### src/rtl/tag_issuer_1rd.sv
// Read-request tag issuer: allocates tags from a free pool, issues tagged
// requests downstream and releases tags in issue order on done_i.
module tag_issuer_1rd #(
    parameter int TAG_WIDTH = 2,
    parameter int REQ_WIDTH = 32
) (
    input  logic                 clk_i,
    input  logic                 rst_i,
    input  logic                 req_i,
    input  logic [REQ_WIDTH-1:0] req_bi,
    output logic                 req_ack_o,
    output logic                 rd_o,
    output logic [REQ_WIDTH-1:0] rdreq_bo,
    output logic [TAG_WIDTH-1:0] rdtag_o,
    input  logic                 rd_ack_i,
    input  logic                 tag_fifo_full,
    output logic                 tag_fifo_wrreq,
    output logic [TAG_WIDTH-1:0] tag_fifo_wdata,
    input  logic                 done_i,
    output logic [TAG_WIDTH:0]   outstanding_o,
    output logic                 err_o
);

    localparam int N = 1 << TAG_WIDTH;

    logic [N-1:0]         r_free;
    logic                 r_rd;
    logic [REQ_WIDTH-1:0] r_rdreq;
    logic [TAG_WIDTH-1:0] r_rdtag;
    logic [TAG_WIDTH-1:0] r_q [N];
    logic [TAG_WIDTH-1:0] r_wptr;
    logic [TAG_WIDTH-1:0] r_rptr;
    logic [TAG_WIDTH:0]   r_cnt;
    logic                 r_err;

    logic [N-1:0]         w_free_nxt;
    logic [TAG_WIDTH-1:0] w_tag;
    logic [TAG_WIDTH-1:0] w_rel_tag;
    logic                 w_slot_free;
    logic                 w_accept;
    logic                 w_done;

    // Lowest set bit of the registered pool wins.
    always_comb begin
        w_tag = '0;
        for (int i = N - 1; i >= 0; i--) begin
            if (r_free[i]) w_tag = TAG_WIDTH'(i);
        end
    end

    assign w_slot_free = !r_rd || rd_ack_i;
    assign w_accept    = req_i && (|r_free) && !tag_fifo_full && w_slot_free;
    assign w_done      = done_i && (r_cnt != '0);
    assign w_rel_tag   = r_q[r_rptr];

    // Released tag is never the one being allocated: it is not yet free.
    always_comb begin
        w_free_nxt = r_free;
        if (w_accept) w_free_nxt[w_tag] = 1'b0;
        if (w_done) w_free_nxt[w_rel_tag] = 1'b1;
    end

    always_ff @(posedge clk_i or negedge rst_i) begin
        if (!rst_i) begin
            r_free  <= '1;
            r_rd    <= 1'b0;
            r_rdreq <= '0;
            r_rdtag <= '0;
            r_wptr  <= '0;
            r_rptr  <= '0;
            r_cnt   <= '0;
            r_err   <= 1'b0;
            for (int i = 0; i < N; i++) r_q[i] <= '0;
        end else begin
            r_free <= w_free_nxt;
            if (w_accept) begin
                r_rd         <= 1'b1;
                r_rdreq      <= req_bi;
                r_rdtag      <= w_tag;
                r_q[r_wptr]  <= w_tag;
                r_wptr       <= r_wptr + TAG_WIDTH'(1);
            end else if (rd_ack_i) begin
                r_rd <= 1'b0;
            end
            if (w_done) r_rptr <= r_rptr + TAG_WIDTH'(1);
            if (w_accept && !w_done) begin
                r_cnt <= r_cnt + (TAG_WIDTH+1)'(1);
            end else if (!w_accept && w_done) begin
                r_cnt <= r_cnt - (TAG_WIDTH+1)'(1);
            end
            if (done_i && (r_cnt == '0)) r_err <= 1'b1;
        end
    end

    assign req_ack_o      = w_accept;
    assign tag_fifo_wrreq = w_accept;
    assign tag_fifo_wdata = w_tag;
    assign rd_o           = r_rd;
    assign rdreq_bo       = r_rdreq;
    assign rdtag_o        = r_rdtag;
    assign outstanding_o  = r_cnt;
    assign err_o          = r_err;

endmodule

### config.mk
export PLATFORM = sky130hd
export DESIGN_NAME = tag_issuer_1rd
export DESIGN_NICKNAME = d
export VERILOG_FILES = /design/src/rtl/tag_issuer_1rd.sv
export SDC_FILE = /design/constraint.sdc
export NUM_CORES = 1
export LEC_CHECK = 0
export ABC_CLOCK_PERIOD_IN_PS = 4200
export BUFFER_PORTS_ARGS = -buffer_cell sky130_fd_sc_hd__buf_2
export CAP_MARGIN = 15
export CORE_MARGIN = 2
export CORE_UTILIZATION = 54
export DETAILED_ROUTE_END_ITERATION = 10
export HOLD_SLACK_MARGIN = 0.06
export PLACE_DENSITY = 0.85
export SKIP_CTS_REPAIR_TIMING = 1
export SKIP_LAST_GASP = 1
export SYNTH_ARGS = -nofsm -noshare
export SYNTH_HDL_FRONTEND = slang
export SYNTH_SLANG_ARGS = --single-unit
### constraint.sdc
create_clock -name clk_i -period 4.2 [get_ports clk_i]
set_clock_uncertainty 0.05 [all_clocks]
set_input_delay 0.42 -clock clk_i [delete_from_list [all_inputs] [get_ports clk_i]]
set_output_delay 0.42 -clock clk_i [all_outputs]
set_load 0.03 [all_outputs]
==> out/qor.csv <==
metric,value,unit
cts-root-buf,clkbuf_8,
core_area,4320,um^2
cp_data_required_time,3730,ps
p_sw,718,uW
routed_wl,4280,um
start_kind,flop,
vias_per_cell,5.24,
cts_tree,done,
area_growth_syn_to_layout,21.7,%
worstSetupEndpointType,primary output,
grt_setup_unrepaired,false,
final_antenna_net_count,0,
tns,0,ps
syn-num-nets,200,
p_leak,1.46,nW
p_sw_frac,0.379,
io_pins,81,
path_clk_slew,100,ps
grt_antenna_before_repair,0,
port_buffers,80,
clk_path_buf_depth,2,
yosysSeqAreaShare,0.573,
critPathTopFamily,buffers and inverters,
drt-met1-wl,1940,um
htree_levels,2,
fin_crit,2630,ps
crit_path_max_incr_delay,580,ps
max_cap_violations,0,
yosysTopAreaCellShare,0.530,
die-area,5010,um^2
route.met3.wl,216,um
syn-cell-area,2410,um^2
layoutNonFillerInstCount,290,
grt_max_degree,56,
post-dp-hpwl,2970,um
status,"finished, final reports clean",
num_rows,24,
crit_fanout,39,
drv_slew,0,
wl_met2,2060,um
setup-violations-final,0,
pwr-share-comb,0.392,
synth-edff-count,0,
numPlacedInstances,282,
grt_first_pass_wirelength,7050,um
worstPathArrival,2160,ps
crit_chain,or4_1 > and3_4 > buf_4 > buf_2,
holdCritPathClass,in2async,
floorplan.initialDensity,0.557,
final_nets,281,
ys.flop_type,dfrtp_1,
fmax,0.381,GHz
internal_power,1.18,mW
yosysTopAreaCell,dfrtp_1,
drive_gt1_frac,0.588,
hold_viol_final,0,
detail_route.iter0.violations,68,
globalRouteOverflowTotal,0,
async_flop_share,1.00,
ys_types,32,
synth_common_cells,"dfrtp_1 (51), mux2_2 (23), mux2_4 (20)",
drc,0,
critPathBufInv,2,
cts_buffers,5,
cts.sinks,55,
vias,1521,
path_class,reg2out,
p_clk_frac,0.192,
antennaDiodeCount,0,
grt_pass1_vias,1489,
slew_headroom,0.558,
synth_most_common_cell,dfrtp_1,
period_share,0.625,
top_layer_used,met4,
clock_latency,300,ps
syn_avg_cell_area,15.4,um^2
ys_top_cells_by_area,"dfrtp_1 (53%), mux2_4 (12%), mux2_2 (11%)",
wl_per_cell,14.8,um
die_w,70.8,um
yosys_warnings,0,
ys_ff_latch,55,
first_pass_iters,5,
p_per_area,647,nW/um^2
seqPwrFrac,0.416,
die_h,70.8,um
place_congestion,0.716,
grtUsageTotal,0.181,
irDropWorstVdd,0.000331,V
syn_inst,156,
cp_slowest_cell,dfstp_2,
worst_slew_pin_slew,663,ps
==> layout by cell type, fill, tap and decap left out <==
cell and n:
a21o_1 1, a22o_1 1, nor3_1 2, a32o_1 1, or4_1 1, dfstp_2 4
mux2_4 20, xor2_1 2, nor2b_1 2, buf_2 80, o32ai_1 1, o2bb2ai_1 1
ha_1 5, buf_4 2, mux2_2 23, nand2_1 4, nand4_1 7, inv_1 6
o31a_1 1, clkbuf_8 6, dfrtp_1 51, bufinv_16 1, nor2_1 3, mux4_2 2
fa_1 1, o21ai_0 1, o21a_1 2, xnor2_1 4, and3_4 1, nand2b_1 1
clkinv_2 1
==> registers in the layout, indices dropped and copies added, names as in the netlist <==
signal,flops
outstanding_o,3
r_wptr,2
rd_o,1
r_rptr,2
err_o,1
r_free,4
rdreq_bo,32
r_q,8
rdtag_o,2
==> metrics by stage <==
step / utilization / hold slack (ps) / worst slack (ps) / area [um^2] / power (mW)
2_1_floorplan: - / 74.4 / 1670 / 2410 / 1.35
6_report: 0.678 / 174 / 1570 / 2930 / 1.90
3_5_place_dp: 0.651 / 399 / 1740 / 2810 / 1.55
5_1_grt: 0.678 / 242 / 1450 / 2930 / 1.99
4_1_cts: 0.678 / 204 / 1570 / 2930 / 1.91
3_3_place_gp: 0.651 / 385 / 1740 / 2810 / 1.53
==> per-layer routing <==
layer | up-vias | track usage
li1 | 707 | -
met3 | 7 | 0.0499
met4 | 0 | 0.0734
met5 | - | 0
met2 | 57 | 0.277
met1 | 750 | 0.247
==> final timing paths <==
check                              endpoint  cells after the start  startpoint  slack (ps)
max reg2reg                outstanding_o[1]                      6   r_free[2]        1820
max                               req_ack_o                      4   r_free[2]        1570
min                                   err_o                      2       rst_i         170
min in group clk_i              rdreq_bo[9]                      2   req_bi[9]         290
min reg2reg                           err_o                      1       err_o         410
max in group asynchronous      rdreq_bo[16]                      2       rst_i        3490
==> layout make-up <==
cell class,count,area [um^2]
Timing Repair Buffer,82,415
Tap cell,52,65.1
Sequential cell,55,1380
Clock inverter,2,35.0
Clock buffer,6,82.6
Fill cell,322,1390
Multi-Input combinational cell,87,930
Inverter,6,22.5
==> power groups by stage <==
stage	clock (mW)	combinational, mW	sequential (mW)
after floorplan	0	0.297	1.05
after CTS	0.365	0.752	0.791
final	0.363	0.743	0.789
after global placement	0	0.736	0.796
after global routing	0.388	0.793	0.812
after detailed placement	0	0.752	0.797
==> cell families after synthesis <==
group	count (synthesis)	share of synthesized area
flops	55	0.573
mux	45	0.251
simple gates	21	0.0488
buf+inv	14	0.0410
compound gates	9	0.0301
xor+xnor	6	0.0218
fa+ha+maj	6	0.0343
No activity file was read; power rests on OpenSTA's default activity.
